--- config.mk ---
export PLATFORM = sky130hd
export DESIGN_NAME = seq_det_param
export DESIGN_NICKNAME = d
export VERILOG_FILES = /design/src/rtl/seq_det_param_pkg.sv /design/src/rtl/seq_det_param_sat_counter.sv /design/src/rtl/seq_det_param.sv
export SDC_FILE = /design/constraint.sdc
export NUM_CORES = 1
export LEC_CHECK = 0
export CAP_MARGIN = 0
export CORE_UTILIZATION = 51
export CTS_CLUSTER_SIZE = 14
export DETAILED_ROUTE_END_ITERATION = 16
export PLACE_DENSITY = 0.87
export SLEW_MARGIN = 5
export SYNTH_ARGS = -nofsm -noshare
export SYNTH_HDL_FRONTEND = slang
export SYNTH_SLANG_ARGS = --single-unit
--- constraint.sdc ---
create_clock -name clk -period 5.4 [get_ports clk]
set_input_delay 0.81 -clock clk [delete_from_list [all_inputs] [get_ports clk]]
set_output_delay 0.81 -clock clk [all_outputs]
set_load 0.01 [all_outputs]
--- src/rtl/seq_det_param_pkg.sv ---
// ============================================================================
// Module   : seq_det_param_pkg
// Brief    : Shared constants and helpers for the serial pattern detector.
// Revision : 1.0 - initial release
// ============================================================================
`default_nettype none

package seq_det_param_pkg;

  localparam int   C_DEF_PAT_W     = 3;
  localparam int   C_DEF_CNT_W     = 8;
  localparam logic MODE_OVERLAP    = 1'b1;
  localparam logic MODE_NONOVERLAP = 1'b0;

  // Width needed to hold a fill count ranging over 0..pat_w inclusive.
  function automatic int fill_width(input int pat_w);
    return $clog2(pat_w + 1);
  endfunction

endpackage

`default_nettype wire

--- src/rtl/seq_det_param_sat_counter.sv ---
// ============================================================================
// Module   : sat_counter
// Brief    : Saturating event counter with sticky overflow; clear beats inc.
// Revision : 1.0 - initial release
// ============================================================================
`default_nettype none

module sat_counter #(
  parameter int CNT_W = 8
) (
  input  logic             clk,
  input  logic             rst,
  input  logic             inc,
  input  logic             clr,
  output logic [CNT_W-1:0] count,
  output logic             overflow
);

  logic [CNT_W-1:0] r_count;
  logic             r_overflow;

  always_ff @(posedge clk) begin
    if (rst || clr) begin
      r_count    <= '0;
      r_overflow <= 1'b0;
    end else if (inc) begin
      if (&r_count) begin
        r_overflow <= 1'b1;
      end else begin
        r_count <= r_count + CNT_W'(1);
      end
    end
  end

  assign count    = r_count;
  assign overflow = r_overflow;

endmodule

`default_nettype wire

--- src/rtl/seq_det_param.sv ---
// ============================================================================
// Module   : seq_det_param
// Brief    : Runtime-programmable serial bit-pattern detector with counter.
// Revision : 1.0 - initial release
// ============================================================================
`default_nettype none

module seq_det_param
  import seq_det_param_pkg::*;
#(
  parameter int PAT_W = C_DEF_PAT_W,
  parameter int CNT_W = C_DEF_CNT_W
) (
  input  logic             clk,
  input  logic             rst,
  input  logic             cfg_load,
  input  logic [PAT_W-1:0] cfg_pattern,
  input  logic             cfg_overlap,
  input  logic             clr_count,
  input  logic             in_valid,
  input  logic             in_bit,
  output logic             match,
  output logic [CNT_W-1:0] match_count,
  output logic             overflow
);

  localparam int                FILL_W      = fill_width(PAT_W);
  localparam logic [FILL_W-1:0] C_FILL_FULL = FILL_W'(PAT_W);
  localparam logic [FILL_W-1:0] C_FILL_ARM  = FILL_W'(PAT_W - 1);

  logic [PAT_W-1:0]  r_pattern;
  logic              r_overlap;
  // Only PAT_W-1 bits are kept: the oldest bit would shift out before it
  // could ever take part in a comparison.
  logic [PAT_W-2:0]  r_hist;
  logic [FILL_W-1:0] r_fill;
  logic              r_match;

  logic [PAT_W-1:0]  w_cand;
  logic              w_match;

  assign w_cand  = {r_hist, in_bit};
  assign w_match = in_valid && !cfg_load && (r_fill >= C_FILL_ARM) &&
                   (w_cand == r_pattern);

  always_ff @(posedge clk) begin
    if (rst) begin
      r_pattern <= '0;
      r_overlap <= MODE_OVERLAP;
      r_hist    <= '0;
      r_fill    <= '0;
      r_match   <= 1'b0;
    end else if (cfg_load) begin
      r_pattern <= cfg_pattern;
      r_overlap <= cfg_overlap;
      r_hist    <= '0;
      r_fill    <= '0;
      r_match   <= 1'b0;
    end else begin
      r_match <= w_match;
      if (in_valid) begin
        r_hist <= w_cand[PAT_W-2:0];
        if (w_match && (r_overlap == MODE_NONOVERLAP)) begin
          r_fill <= '0;
        end else if (r_fill != C_FILL_FULL) begin
          r_fill <= r_fill + FILL_W'(1);
        end
      end
    end
  end

  sat_counter #(
    .CNT_W (CNT_W)
  ) u_sat_counter (
    .clk      (clk),
    .rst      (rst),
    .inc      (w_match),
    .clr      (clr_count),
    .count    (match_count),
    .overflow (overflow)
  );

  assign match = r_match;

endmodule

`default_nettype wire

### Yosys cells after proc, flatten, opt, wreduce, memory -nomap -nowiden

Index checks and enable logic that the tools add are counted.

* add/subtract/negate cells: 2
* $lt $le $gt $ge: 1
* equality and inequality tests: 2
* mux-type cells: 2
* bitwise operators: 2
* reduce and logical (&&, ||, !) cells: 12

Operators by type and width (number)
* $reduce_and A9 Y1: 1
* $add A8 B1 Y8 const B: 1
* $reduce_and A8 Y1: 1
* $logic_and A1 B1 Y1: 4
* $mux W2: 2
* $reduce_and A2 Y1: 2
* $eq A3 B3 Y1: 1
* $add A2 B1 Y2 const B: 1
* $ge A2 B2 Y1 const B: 1
* $ne A2 B2 Y1 const B: 1
* $not A1 Y1: 2
* $reduce_bool A2 Y1: 1
* $reduce_or A2 Y1: 1
* $logic_not A1 Y1: 1
* $logic_or A1 B1 Y1: 1

* flip-flop bits (word level): 18
* bits of input ports: 10
* output and inout bits: 10
* word-level logic and storage cells: 28

### Logic depth before layout (Yosys ltp)

Gate-level depths: netlist of the first run.

* word-level depth: 7
* depth in mapped cells: 7
* mapped depth without buffers: 6

### Cells and area by module

A second synthesis of the first run with hierarchy kept.

* cells, all modules: 93
* area, all modules: 873.3 um^2

By module, submodules not included
* sat_counter: times used 1, cells an instance 52, area an instance 460.4 um^2, sequential area each 180.2 um^2
* seq_det_param: times used 1, cells an instance 41, area an instance 412.9 um^2, sequential area each 180.2 um^2

### Least setup slack after synthesis of the first run

OpenSTA, ideal clock, no wires.

* kind: input to register
* start: in cfg_load
* end: reg u_sat_counter.r_count[3] (netlist: u_sat_counter.count[3])
* library setup time: 59 ps
* arrival time: 2130 ps
* data required time: 5341 ps
* setup slack: 3210 ps
* stages: 7
* path buffers: 2
* path through: buf_6 inv_1 o2111ai_1 or3_1 buf_2 or4_1 nand2_1

* longest elaborated chain between the ends: 5

RTL lines
* start: declaration: RTL line seq_det_param.sv:16 `input logic cfg_load,`
* $logic_not A1 Y1: RTL line seq_det_param.sv:43 `assign w_match = in_valid && !cfg_load && (r_fill >= C_FILL_ARM) &&`
* $logic_and A1 B1 Y1 (3 in series): RTL line seq_det_param.sv:43
* $reduce_and A2 Y1 (no line)
* end signal: assignment: RTL line seq_det_param_sat_counter.sv:30 `r_count <= r_count + CNT_W'(1);`
* end: declaration: RTL line seq_det_param_sat_counter.sv:19 `logic [CNT_W-1:0] r_count;`

No other way between the ends.
A chain may end at the register's enable or synchronous reset.

### Worst setup path in the final report of the first run

Ends and elaborated chain as after synthesis.

==> results of run 1 <==
-- worst reg2reg max path, stage by stage, from the launching register on --
cell,delay (ns)
dfxtp_1,0.36
ha_1,0.26
nand3_1,0.13
nor3_1,0.09
or3_1,0.44
or4_1,0.50
nand2_1,0.08
-- power by group --
part,leakage [uW],switching [uW],internal (uW)
Clock,0.0000210,42.1,41.1
Combinational,0.000240,8.30,11.4
Sequential,0.000146,2.02,135
-- cells in the final DEF, fill, tap and decap left out, drive strengths merged --
master / instances
clkdlybuf4s50: 19
nand2: 5
or2: 3
o21ai: 4
ha: 3
and4: 2
clkbuf: 4
inv: 3
nor4: 1
nor3b: 1
dfxtp: 18
nor2b: 1
a21oi: 5
xor2: 1
nor3: 3
mux2i: 6
and3: 2
o2111ai: 1
nand3: 3
or4: 2
o32ai: 1
nand2b: 3
a211o: 1
or3: 3
xnor2: 3
o211ai: 2
nor2: 13
nand4: 1
-- cell usage after synthesis --
library cell / count
mux2i_1: 6
o32ai_1: 1
or2_0: 1
nor3b_1: 1
xor2_1: 1
or4_1: 2
xnor2_1: 3
o2111ai_1: 1
dfxtp_1: 18
nor2b_1: 1
nor3_1: 3
a211o_1: 1
buf_6: 1
or2_2: 2
ha_1: 3
and3_1: 2
o21ai_0: 4
nand3_1: 3
nor4_1: 1
buf_2: 1
inv_1: 3
clkbuf_1: 1
clkbuf_2: 1
nor2_1: 13
a21oi_1: 5
nand2_1: 5
nand4_1: 1
nand2b_1: 3
or3_1: 3
o211ai_1: 2
and4_1: 2
-- area by class of cell --
cell class	count	area (um^2)
tap	16	20.0
fill	128	462
sequential	18	360
clock buffer	4	36.3
timing repair buffer	19	190
inverter	3	11.3
multi-input combinational	70	444
-- logic make-up (layout without fill, tap and decap cells) --
logic type               Yosys count  after routing
adder cells (fa/ha/maj)            3              3
flip-flops                        18             18
buffers and inverters              7             26
multiplexers                       6              6
XOR/XNOR                           4              4
AND/OR/NAND/NOR                   43             43
AO/OA/AOI/OAI                     14             14
-- flip-flops by register name (all words and copies together), names as in the netlist --
signal and flops:
u_sat_counter.count 8, r_fill 2, r_overlap 1, u_sat_counter.overflow 1
r_hist 2, match 1, r_pattern 3
-- path summary, 6_finish.rpt --
check                                       from                             endpoint  slack (ns)  depth (start not counted)
max                                     cfg_load  u_sat_counter.count[3]$_SDFFE_PP0P_        2.94                          6
min          u_sat_counter.overflow$_SDFFE_PP0P_  u_sat_counter.overflow$_SDFFE_PP0P_        0.48                          2
max reg2reg  u_sat_counter.count[0]$_SDFFE_PP0P_  u_sat_counter.count[3]$_SDFFE_PP0P_        3.49                          6
min reg2reg  u_sat_counter.overflow$_SDFFE_PP0P_  u_sat_counter.overflow$_SDFFE_PP0P_        0.48                          2
-- through the flow --
stage | setup slack [ns] | power, uW | hold WS (ns)
floorplan | 3.21 | 151 | 0.482
global placement | 2.67 | 159 | 0.451
detailed placement | 2.63 | 160 | 0.470
CTS | 2.94 | 241 | 0.493
global route | 2.86 | 250 | 0.531
finish | 2.94 | 240 | 0.483
-- routing by layer --
| metal | GRT usage [%] | vias up | wire length [um] |
|---|---|---|---|
| li1 | - | 373 | - |
| met1 | 25.5 | 318 | 719 |
| met2 | 34.2 | 23 | 740 |
| met3 | 2.59 | 4 | 59 |
| met4 | 9.38 | 0 | 23 |
| met5 | 0 | - | 0 |
==> impl_metrics.json, run 1 <==
{
  "die_w_um": 42.6,
  "setup_tns_ns": 0,
  "area_delta_synth_final_pct": 26.3,
  "dp_hpwl_um": 1240,
  "nNetsFinal": 128,
  "hold_viol_final": 0,
  "synth_top_cell_area_share_pct": 42.9,
  "cap_violations": 0,
  "finClkSkew_ns": 0.00831,
  "synth-xor-area-share_pct": 4.17,
  "synthesis.nets": 108,
  "critPathMaxFanout": 8,
  "slowest_stage": "clkdlybuf4s50_1",
  "antenna_violating_nets_post_route": 0,
  "antenna_found_initial": 0,
  "drtPass1Iterations": 4,
  "grt_pass1_vias": 668,
  "cts_setup_buffers": 0,
  "path_delay_family": "simple AND/OR/NAND/NOR gates",
  "final_max_slew_viol_count": 0,
  "synthSimpleGateAreaFrac_pct": 26.8,
  "htreeDepth": 1,
  "dp.cells": 126,
  "ys_top_cells_by_area": "dfxtp_1 (43%), mux2i_1 (7.1%), nor2_1 (5.8%)",
  "cts_tree": "done",
  "syn_inst": 95,
  "critPathRequiredTime_ns": 5.64,
  "routed_wl_um": 1540,
  "path_cells": "clkdlybuf4s50_1 -> inv_1 -> o2111ai_1 -> or3_1 -> or4_1 -> nand2_1",
  "grt_pass1_wl_um": 2820,
  "irDropWorstVdd_mv": 0.146,
  "cts.sinks": 18,
  "gr-total-overflow": 0,
  "synth_compound_area_share_pct": 10.3,
  "muxShareOfSynthArea_pct": 7.14,
  "start_util_pct": 55.2,
  "place_area_um2": 1030,
  "via_count": 718,
  "grt_setup_unrepaired": "false",
  "ys_seq_elements": 18,
  "fmax_mhz": 407,
  "drc": 0,
  "drive_above_1_share_pct": 5.26,
  "min_path_type": "reg -> reg",
  "yosysSeqAreaShare_pct": 42.9,
  "power_density_nw_per_um2": 226,
  "status": "finished clean",
  "cts_buffers": 3,
  "grtUsageTotal_pct": 20.3,
  "clk_pin_slew_ns": 0.11,
  "ys_warn_count": 0,
  "dieHeight_um": 42.6,
  "dieArea_um2": 1820,
  "fin_util_pct": 69.7,
  "root_buffer": "clkbuf_4",
  "rows": 14,
  "synth_top_family_by_area": "simple AND/OR/NAND/NOR gates",
  "synth-adder-area-share_pct": 4.46,
  "cp.arrival_ns": 2.70,
  "slowest_delay_ns": 0.54,
  "fin_crit_ns": 2.46,
  "io_pins": 20,
  "routed_via_density": 5.52,
  "detail_route.wl_per_cell_um": 11.9,
  "syn-cell-area_um2": 841,
  "cp-end-kind": "register",
  "diodes": 0,
  "start_kind": "input port",
  "drt_iter0_drc": 14,
  "avgSynthCellArea_um2": 8.85,
  "worst_pin_slew_ns": 0.366,
  "p_leak_uw": 0.000407,
  "final_area_um2": 1060,
  "yosysTopAreaCell": "dfxtp_1",
  "gp_congestion": 0.762,
  "clockBufferDepth": 2,
  "finalNonFillerCells": 130,
  "cts.repair.resized": 0,
  "ctsHoldBuffers": 0,
  "port_buffers": 19,
  "timing.final.crit_share_pct": 45.5,
  "core-area_um2": 1520,
  "insertion_delay_ns": 0.29,
  "slew-limit-headroom_pct": 75.4,
  "worst-path-buf-inv": 2,
  "yosysUniqueCellTypes": 31,
  "worstSetupPathType": "in -> reg",
  "grt_max_degree": 11,
  "setup_viol": 0
}
Note: power is estimated with default switching activity, not from simulation.
==> inputs of run 2 (changes only) <==
CORE_ASPECT_RATIO = 1.5   (was default)
CORE_UTILIZATION = 43   (was 51)
PLACE_DENSITY = 0.78   (was 0.87)
clock period = 2.1 ns   (was 5.4 ns; I/O delays follow)
==> impl_metrics.json, run 2 (same netlist as run 1, synthesis figures left out) <==
{
  "htreeDepth": 1,
  "grtUsageTotal_pct": 17.3,
  "start_util_pct": 45.9,
  "insertion_delay_ns": 0.28,
  "final_common_cell": "clkdlybuf4s50_1",
  "gr-total-overflow": 0,
  "drt_iter0_drc": 14,
  "final_max_slew_viol_count": 0,
  "worst_pin_slew_ns": 0.295,
  "min_path_type": "reg -> reg",
  "dieArea_um2": 2140,
  "critPathMaxFanout": 6,
  "worstSetupPathType": "in -> reg",
  "place_area_um2": 1060,
  "clockBufferDepth": 2,
  "fillCellCount": 177,
  "grt_pass1_wl_um": 2740,
  "diodes": 0,
  "root_buffer": "clkbuf_4",
  "cp-end-kind": "register",
  "core-area_um2": 1830,
  "final_area_um2": 1080,
  "path_cells": "clkdlybuf4s50_1 -> xnor2_1 -> o2111ai_1 -> or3_1 -> or4_1 -> nand2_1",
  "finClkSkew_ns": 0.00305,
  "hold_viol_final": 0,
  "final_cell_mix": "clkdlybuf4s50_1 (19), dfxtp_1 (18), nor2_1 (13)",
  "grt_setup_unrepaired": "false",
  "slowest_delay_ns": 0.50,
  "via_count": 749,
  "drive_above_1_share_pct": 7.69,
  "drc": 0,
  "gp_congestion": 0.699,
  "detail_route.wl_per_cell_um": 12.3,
  "ctsHoldBuffers": 0,
  "rows": 19,
  "slew-limit-headroom_pct": 80.4,
  "io_pins": 20,
  "power_density_nw_per_um2": 525,
  "routed_via_density": 5.43,
  "cts_tree": "done",
  "area_delta_synth_final_pct": 29.0,
  "dp_hpwl_um": 1290,
  "timing.final.crit_share_pct": 91.9,
  "grt_pass1_vias": 711,
  "setup_tns_ns": 0,
  "routed_wl_um": 1700,
  "drtPass1Iterations": 4,
  "cap_violations": 0,
  "status": "finished clean",
  "critPathRequiredTime_ns": 2.33,
  "fin_crit_ns": 1.93,
  "nNetsFinal": 132,
  "fin_util_pct": 59.3,
  "cts.sinks": 18,
  "die_w_um": 38.1,
  "antenna_violating_nets_post_route": 0,
  "cts_setup_buffers": 0,
  "fmax_mhz": 518,
  "largest_reg_flops": 8,
  "irDropWorstVdd_mv": 0.429,
  "port_buffers": 19,
  "start_kind": "input port",
  "cp.arrival_ns": 2.16,
  "cts_buffers": 3,
  "p_leak_uw": 0.000419,
  "dieHeight_um": 56.2,
  "grt_max_degree": 10,
  "slowest_stage": "clkdlybuf4s50_1",
  "power_uw": 570,
  "clk_pin_slew_ns": 0.09,
  "antenna_found_initial": 0,
  "setup_viol": 0,
  "cts.repair.resized": 0
}
==> run 2: per-layer routing <==
layer | track usage (%) | vias up | part of all wire, % | routed length, um
met5 | 0 | - | 0 | 0
met3 | 2.40 | 2 | 5.1 | 87
met2 | 31.5 | 23 | 50 | 845
met1 | 19.0 | 347 | 44 | 743
li1 | - | 377 | - | -
met4 | 6.12 | 0 | 1.1 | 19
==> run 2: worst paths after layout <==
kind | start | endpoint | slack (ns) | depth (start not counted)
worst max register to register | u_sat_counter.count[0]$_SDFFE_PP0P_ | u_sat_counter.count[3]$_SDFFE_PP0P_ | 0.27 | 6
worst min-delay path | u_sat_counter.overflow$_SDFFE_PP0P_ | u_sat_counter.overflow$_SDFFE_PP0P_ | 0.50 | 2
worst max-delay path | in_bit | u_sat_counter.count[3]$_SDFFE_PP0P_ | 0.17 | 6
worst min register to register | u_sat_counter.overflow$_SDFFE_PP0P_ | u_sat_counter.overflow$_SDFFE_PP0P_ | 0.50 | 2
==> run 2: cell type report <==
cell class / count / area (um^2) / share of cell area (%)
clock buffers: 3 / 22.5 / 2.08
multi-input cells: 70 / 444 / 40.9
repair buffers: 23 / 220 / 20.3
well taps: 21 / 26.3 / 2.42
flip-flops and latches: 18 / 360 / 33.2
inverters: 3 / 11.3 / 1.04
==> run 2: critical path: cells and delay by family <==
| kind | cells | cell delay, ns |
|---|---|---|
| AOI/OAI and AO/OA | 1 | 0.17 |
| buffers and inverters | 1 | 0.50 |
| xor gates and xnor gates | 1 | 0.13 |
| and+or+nand+nor | 3 | 1.05 |
==> run 2: power breakdown <==
part           internal (uW)  switching, uW  leakage [uW]
combinational           32.9           23.3      0.000259
sequential               348           5.18      0.000146
clock                   66.5           93.9     0.0000138
total                    448            122      0.000419
==> run 2: per-stage QoR <==
step / worst slack [ns] / instances / hold WS, ns
after floorplan: 0.310 / 95 / 0.387
after global placement: -0.0583 / 135 / 0.461
after detailed placement: -0.131 / 135 / 0.468
after CTS: 0.164 / 138 / 0.501
after global routing: 0.0973 / 138 / 0.552
final: 0.171 / 138 / 0.499
